<file path="src/rtl/tsxb_fpga_zbus_slave.sv">
// ZX-BUS slave endpoint behind the TSXB CPLD: demuxes the time-shared host address,
// decodes one I/O port family and bridges host I/O cycles onto a register-file strobe pair.
`timescale 1ns / 1ps

module tsxb_fpga_zbus_slave #(
  parameter logic [7:0]  PORT_LO     = 8'hBF,
  parameter int unsigned SYNC_STAGES = 2
) (
  input  logic       clk,
  input  logic       rst,
  input  logic       master_mode,
  input  logic [7:0] fa,
  input  logic       fa_sel,
  input  logic       frd_n,
  input  logic       fwr_n,
  input  logic       fiorq_n,
  input  logic [7:0] zd_in,
  output logic [7:0] zd_out,
  output logic       zd_oe,
  output logic       fiorge_n,
  output logic [7:0] reg_addr,
  output logic [7:0] reg_wdata,
  output logic       reg_wr,
  output logic       reg_rd,
  input  logic [7:0] reg_rdata
);

  typedef enum logic [3:0] {
    StIdle, StAddr, StHit, StRdWait, StRdCap, StRdHold, StWrWait, StMiss, StEnd
  } state_e;

  state_e                 state_q;
  logic                   cap_cnt_q;
  logic                   armed_q;
  logic [7:0]             fa_q, ah_q, al_q;
  logic                   fa_sel_q;
  logic [SYNC_STAGES-1:0] rd_sync_q, wr_sync_q, iorq_sync_q;
  logic                   rd_s, wr_s, iorq_s;

  assign rd_s   = rd_sync_q[SYNC_STAGES-1];
  assign wr_s   = wr_sync_q[SYNC_STAGES-1];
  assign iorq_s = iorq_sync_q[SYNC_STAGES-1];

  // IORQ resets to its asserted level so a cycle already in progress at reset release
  // is never picked up half-way; the block must first see IORQ inactive.
  always_ff @(posedge clk or posedge rst) begin
    if (rst) begin
      rd_sync_q   <= '1;
      wr_sync_q   <= '1;
      iorq_sync_q <= '0;
    end else begin
      rd_sync_q   <= {rd_sync_q[SYNC_STAGES-2:0], frd_n};
      wr_sync_q   <= {wr_sync_q[SYNC_STAGES-2:0], fwr_n};
      iorq_sync_q <= {iorq_sync_q[SYNC_STAGES-2:0], fiorq_n};
    end
  end

  // fa/fa_sel come from the same clock domain, so a plain register is enough.
  always_ff @(posedge clk or posedge rst) begin
    if (rst) begin
      fa_q     <= '0;
      fa_sel_q <= 1'b0;
      ah_q     <= '0;
      al_q     <= '0;
    end else begin
      fa_q     <= fa;
      fa_sel_q <= fa_sel;
      if (fa_sel_q) ah_q <= fa_q;
      else          al_q <= fa_q;
    end
  end

  always_ff @(posedge clk or posedge rst) begin
    if (rst) begin
      state_q   <= StIdle;
      cap_cnt_q <= 1'b0;
      armed_q   <= 1'b0;
      fiorge_n  <= 1'b1;
      zd_oe     <= 1'b0;
      zd_out    <= '0;
      reg_wr    <= 1'b0;
      reg_rd    <= 1'b0;
      reg_addr  <= '0;
      reg_wdata <= '0;
    end else begin
      reg_wr <= 1'b0;
      reg_rd <= 1'b0;
      if (master_mode) begin
        state_q  <= StIdle;
        armed_q  <= 1'b0;
        fiorge_n <= 1'b1;
        zd_oe    <= 1'b0;
      end else begin
        if (iorq_s) armed_q <= 1'b1;
        unique case (state_q)
          StIdle: begin
            if (!iorq_s && armed_q) begin
              state_q   <= StAddr;
              cap_cnt_q <= 1'b0;
            end
          end
          // Address decode is done on the second capture edge after entry.
          StAddr: begin
            if (iorq_s) begin
              state_q <= StIdle;
            end else if (cap_cnt_q) begin
              if (al_q == PORT_LO) begin
                reg_addr <= ah_q;
                fiorge_n <= 1'b0;
                state_q  <= StHit;
              end else begin
                state_q <= StMiss;
              end
            end else begin
              cap_cnt_q <= 1'b1;
            end
          end
          StHit: begin
            if (iorq_s) begin
              state_q  <= StIdle;
              fiorge_n <= 1'b1;
            end else if (!rd_s) begin
              reg_rd  <= 1'b1;
              state_q <= StRdWait;
            end else if (!wr_s) begin
              state_q <= StWrWait;
            end
          end
          StRdWait: state_q <= StRdCap;
          StRdCap: begin
            zd_out  <= reg_rdata;
            zd_oe   <= 1'b1;
            state_q <= StRdHold;
          end
          StRdHold: begin
            if (iorq_s) begin
              state_q  <= StIdle;
              fiorge_n <= 1'b1;
              zd_oe    <= 1'b0;
            end else if (rd_s) begin
              state_q <= StEnd;
              zd_oe   <= 1'b0;
            end
          end
          StWrWait: begin
            reg_wdata <= zd_in;
            reg_wr    <= 1'b1;
            state_q   <= StEnd;
          end
          StMiss: if (iorq_s) state_q <= StIdle;
          StEnd: begin
            if (iorq_s) begin
              state_q  <= StIdle;
              fiorge_n <= 1'b1;
              zd_oe    <= 1'b0;
            end
          end
          default: state_q <= StIdle;
        endcase
      end
    end
  end

endmodule

</file>
<file path="config.mk">
export PLATFORM = sky130hd
export DESIGN_NAME = tsxb_fpga_zbus_slave
export DESIGN_NICKNAME = d
export VERILOG_FILES = /design/src/rtl/tsxb_fpga_zbus_slave.sv
export SDC_FILE = /design/constraint.sdc
export NUM_CORES = 1
export LEC_CHECK = 0
export CAP_MARGIN = 20
export CORE_ASPECT_RATIO = 0.7
export CORE_MARGIN = 4
export CORE_UTILIZATION = 30
export DETAILED_ROUTE_END_ITERATION = 10
export PLACE_DENSITY = 0.55
export RECOVER_POWER = 25
export SLEW_MARGIN = 20
export SYNTH_ARGS = -nofsm -noshare
export SYNTH_HDL_FRONTEND = slang
export SYNTH_SLANG_ARGS = --single-unit
</file>
<file path="constraint.sdc">
create_clock -name clk -period 4.2 [get_ports clk]
set_clock_uncertainty 0.05 [all_clocks]
set_input_delay 1.26 -clock clk [delete_from_list [all_inputs] [get_ports clk]]
set_output_delay 1.26 -clock clk [all_outputs]
set_load 0.03 [all_outputs]
</file>
Word-level counts from Yosys, hierarchy flattened
Cells that the tools add are included.
Widths: inputs -> output; s select.
{"block": "totals", "ff_bits": 65, "inputBits": 31, "output_inout_bits": 28}
{"block": "op_classes", "eq_ne": 21, "muxes": 33, "n_bitwise": 2, "reduce_logical": 16}
{"cell": "$mux 4", "count": 10}
{"cell": "$pmux 4 s8", "count": 1}
{"cell": "$mux 1", "count": 18}
{"cell": "$eq 4x3->1 const B", "count": 4}
{"cell": "$ne 3x3->1 const B", "count": 5}
{"cell": "$reduce_and 5->1", "count": 3}
{"cell": "$eq 4x2->1 const B", "count": 2}
{"cell": "$eq 8x8->1 const B", "count": 1}
{"cell": "$ne 4x4->1 const B", "count": 2}
{"cell": "$ne 3x1->1 const B", "count": 2}
{"cell": "$ne 5x5->1 const B", "count": 1}
{"cell": "$eq 4x1->1 const B", "count": 1}
{"cell": "$eq 4x4->1 const B", "count": 1}
{"cell": "$logic_not 4->1", "count": 1}
{"cell": "$ne 2x2->1 const B", "count": 2}
{"cell": "$pmux 1 s2", "count": 2}
{"cell": "$reduce_and 2->1", "count": 2}
{"cell": "$reduce_and 4->1", "count": 1}
{"cell": "$reduce_bool 2->1", "count": 2}
{"cell": "$reduce_bool 4->1", "count": 1}
{"cell": "$mux 3", "count": 1}
{"cell": "$pmux 1 s3", "count": 1}
{"cell": "$reduce_and 3->1", "count": 1}
{"cell": "$reduce_bool 3->1", "count": 1}
{"cell": "other kinds (5)", "count": 6}

Longest topological paths before layout
{"block": "logic_depth", "word_depth": 6, "mapped_depth": 5, "ltp_nobuf": 4}

Worst setup path before layout
Ideal clock, no wire load.
{"block": "synth_path", "path_type": "input to register", "startpoint": "input port master_mode", "endpoint": "register reg_addr[0]", "setup_ns": 0.125, "t_arrival_ns": 2.735, "slack_ns": 1.291, "stages": 4, "n_path_buf": 1, "cell_sequence": "buf_6 -> or4_4 -> nor4_4 -> mux2_2"}
{"block": "synth_between", "elab_chain_len": 2}
{"element": "start: declaration", "line": "11", "text": "input logic master_mode,"}
{"element": "$not 1->1 (no source line)"}
{"element": "$reduce_and 5->1 (no source line)"}
{"element": "end signal: assignment", "line": "108", "text": "reg_addr <= ah_q;"}
{"element": "end: declaration", "line": "21", "text": "output logic [7:0] reg_addr,"}
Every way passes these cells.
A chain may end at the register's enable or synchronous reset.

Worst setup path after layout
{"block": "layout_path", "startpoint": "input port master_mode", "endpoint": "register reg_addr[5]"}
Same word-level chain as after synthesis.

==> insert_results.sql <==
INSERT INTO impl_metrics (metric_group, metric, value, unit) VALUES
('run_status', 'outcome', 'finished, violations left', ''),
('run_status', 'violations_in_the_final_reports', 'capacitance limit, slew limit', ''),
('grt', 'groute.usage.overall', '0.106', ''),
('hold_path', 'holdCritPathClass', 'flop to flop', ''),
('cts', 'worstSkewPairLatency', '0.32', 'ns'),
('route', 'detail_route.iter0.violations', '70', ''),
('placed_design', 'port-buffer-count', '58', ''),
('layout', 'num_antenna_cells', '0', ''),
('placed_design', 'routabilityCongestion', '0.802', ''),
('synthesis', 'synth.top_cells.by_area', 'dfrtp_1 59%, mux2_2 19%, dfstp_2 5.2%', ''),
('power', 'static-leakage-power', '1.50', 'nW'),
('synthesis', 'synth-warning-count', '0', ''),
('cts', 'cts_root_buffer', 'clkbuf_16', ''),
('cts', 'clk_pin_slew_worst_paths', '0.05', 'ns'),
('worst_setup_path', 'cp_data_required_time', '4.35', 'ns'),
('worst_setup_path', 'r2r_setup_slack', '2.05', 'ns'),
('synthesis', 'yosys_register_bits', '65', ''),
('grt', 'grt-ovfl-total', '0', ''),
('flow_run', 'max_cap_viol_count', '1', ''),
('cts', 'clock_path_buffers', '2', ''),
('cts', 'post_cts_hold_buffer_count', '0', ''),
('route', 'drt_drc_violations_left', '0', ''),
('worst_setup_path', 'reg2reg_from', 'state_q[2]', ''),
('die', 'die-area', '10000', 'um2'),
('worst_setup_path', 'endpoint_kind', 'flop', ''),
('route', 'via_count', '1624', ''),
('synthesis', 'area_leader_netlist', 'dfrtp_1', ''),
('route', 'drt_wl_total', '4.96', 'mm'),
('worst_setup_path', 'timing.critical_path.slowest_cell_delay', '0.69', 'ns'),
('grt', 'grt_pass1_vias', '1666', ''),
('placed_design', 'detailed_place_hpwl', '3.28', 'mm'),
('timing', 'slew_headroom', '-0.0480', ''),
('worst_setup_path', 'critical_path.reg2reg.endpoint', 'reg_addr[5]', ''),
('timing', 'max_clock_freq', '0.313', 'GHz'),
('timing', 'final-setup-viol-count', '0', ''),
('die', 'ioPinCount', '59', ''),
('cts', 'tritoncts', 'built', ''),
('route', 'detail_route.vias_per_cell', '4.68', ''),
('worst_setup_path', 'first_element_of_the_critical_path', 'master_mode', ''),
('synthesis', 'syn_area_per_cell', '14.2', 'um2'),
('cts', 'ctsHtreeMaxLevel', '3', ''),
('route', 'final_antenna_net_count', '0', ''),
('worst_setup_path', 'arrival', '3.34', 'ns'),
('die', 'initial_utilization', '0.315', ''),
('die', 'die_width', '118', 'um'),
('worst_setup_path', 'timing.reg2reg.worst_path_depth', '4', ''),
('timing', 'worst_slew_pin_slew', '1.57', 'ns'),
('timing', 'final_period_minus_worst_setup_slack', '3.19', 'ns'),
('timing', 'final_hold_viol_count', '0', ''),
('grt', 'first_pass_grt_wire_length', '8.47', 'mm'),
('layout', 'layout.cell_area.non_filler', '3500', 'um2'),
('cts', 'cts_inserted_buffers', '9', ''),
('synthesis', 'synth_fp_nets', '209', ''),
('timing', 'final.period_utilization', '0.760', ''),
('worst_setup_path', 'path_class', 'input port to flop', ''),
('cts', 'cts.repair_timing.setup_buffer_count', '0', ''),
('timing', 'rsz0062_at_grt', 'false', ''),
('power', 'power-per-cell-area', '592', 'nW/um2'),
('worst_setup_path', 'cp_max_fo', '10', ''),
('cts', 'cts-resized-gates', '0', ''),
('layout', 'final_net_count', '272', ''),
('worst_setup_path', 'cpMaxStageDelayCell', 'dlygate4sd3_1', ''),
('synthesis', 'synth.top_cell.area_share', '0.592', ''),
('layout', 'syn_to_final_growth', '38.2', '%'),
('worst_setup_path', 'path_cells', 'dlygate4sd3_1 -> or4_4 -> nor4_4 -> buf_4 -> mux2_2', ''),
('grt', 'grt_max_degree', '66', ''),
('synthesis', 'post_synth_instance_area', '2530', 'um2'),
('die', 'die_span_y', '84.9', 'um'),
('synthesis', 'synth.yosys.seq_area_share', '0.644', ''),
('route', 'drt-wirelength-per-cell', '14.3', 'um'),
('layout', 'layout-drive-gt1-share', '0.268', ''),
('timing', 'report.final.slew_viol_count', '66', ''),
('synthesis', 'count_of_distinct_cell_types_in_the_synthesized_netlist', '34', ''),
('grt', 'antenna_found_initial', '0', ''),
('die', 'floorplan.core_area', '8040', 'um2'),
('placed_design', 'detailed_place.area', '3220', 'um2'),
('worst_setup_path', 'crit_path_to', 'reg_addr[5]', ''),
('worst_setup_path', 'timing.critical_path.from_type', 'input port', ''),
('power', 'vdd_drop_max', '186', 'uV'),
('timing', 'setup_total_negative_slack', '0', 'ns'),
('route', 'tritonroute_pass_1_iters', '4', ''),
('die', 'fp-row-count', '27', ''),
('cts', 'cts.sink_count', '65', ''),
('synthesis', 'syn-instance-count', '178', '');
-- routing by layer --
metal / track usage / up-vias / wire [um]
met5: 0 / - / 0
met4: 0.0447 / 0 / 58
met3: 0.0520 / 7 / 424
met2: 0.144 / 61 / 1990
met1: 0.143 / 784 / 2490
li1: - / 772 / -
-- synthesized netlist by cell type --
master / n
a211o_2: 1
a211oi_1: 1
a21oi_1: 2
a2bb2oi_1: 1
a31oi_1: 1
and2_1: 1
buf_1: 1
buf_6: 1
clkbuf_1: 6
dfrtp_1: 60
dfstp_2: 5
inv_1: 3
mux2_2: 42
nand2_1: 6
nand2b_1: 2
nand3_1: 1
nand3b_1: 1
nand4_1: 1
nand4b_1: 1
nor2_1: 8
nor2b_1: 5
nor3_1: 3
nor3b_1: 2
nor4_1: 1
nor4_4: 1
nor4b_1: 2
nor4bb_1: 2
o211ai_1: 2
o21ai_0: 9
o311ai_0: 1
o31ai_1: 2
o32ai_1: 1
or4_4: 1
xnor2_1: 1
-- final cells by class --
type	instances	area (um2)
Fill cell	759	4540
Sequential cell	65	1630
Multi-Input combinational cell	102	853
Timing Repair Buffer	60	593
Clock buffer	14	274
Tap cell	101	126
Clock inverter	2	12.5
Inverter	3	11.3
-- cells in the final DEF, fill, tap and decap left out, types with 2 or more instances in the layout --
cell             count
a21oi_1              2
clkbuf_1             2
clkbuf_16            9
clkbuf_8             3
clkdlybuf4s50_1     44
dfrtp_1             60
dfstp_2              5
dlygate4sd3_1       14
inv_1                2
mux2_2              42
nand2_1              6
nand2b_1             2
nor2_1               8
nor2b_1              5
nor3_1               3
nor3b_1              2
nor4b_1              2
nor4bb_1             2
o211ai_1             2
o21ai_0              9
o31ai_1              2
-- metrics by stage --
stage	util	setup slack, ns	std cells	hold WS (ns)	total power, W
floorplan	-	1.27	178	0.281	0.00117
global placement	0.400	0.794	331	0.284	0.00139
detailed placement	0.400	0.732	331	0.285	0.00139
CTS	0.436	1.08	347	0.296	0.00211
global route	0.436	0.933	347	0.312	0.00219
finish	0.436	1.01	347	0.297	0.00207
-- power by group --
group / switching (W) / internal (W)
Sequential: 0.0000963 / 0.000738
Clock: 0.000250 / 0.000447
Combinational: 0.000276 / 0.000266
Total: 0.000622 / 0.00145
-- worst min path at each step --
stage,start,to,slack (ns),cells after the start
after global placement,iorq_sync_q[0],iorq_sync_q[1],0.28,0
after global routing,rd_sync_q[0],rd_sync_q[1],0.31,0
after CTS,iorq_sync_q[0],iorq_sync_q[1],0.30,0
after detailed placement,iorq_sync_q[0],iorq_sync_q[1],0.28,0
final,iorq_sync_q[0],iorq_sync_q[1],0.30,0
after floorplan,iorq_sync_q[0],iorq_sync_q[1],0.28,0
-- cell families after synthesis --
logic type / after synthesis / synth area share
muxes: 42 / 0.187
DFF: 65 / 0.644
and+or+nand+nor: 38 / 0.0933
buffers and inverters: 11 / 0.0192
xor gates and xnor gates: 1 / 0.00346
AOI/OAI and AO/OA: 21 / 0.0533
-- sequential cells by signal (all words and copies together) (netlist names), 2 cells and up --
signal and flops:
ah_q 8, iorq_sync_q 2, zd_out 8, al_q 8
reg_addr 8, fa_q 8, reg_wdata 8, rd_sync_q 2
wr_sync_q 2, state_q 4
-- critical path, delay by kind of cell --
family | cells | cell delay (ns)
buffers and inverters | 2 | 0.92
AND/OR/NAND/NOR | 2 | 0.82
multiplexers | 1 | 0.35
No activity file was read; power rests on OpenSTA's default activity.
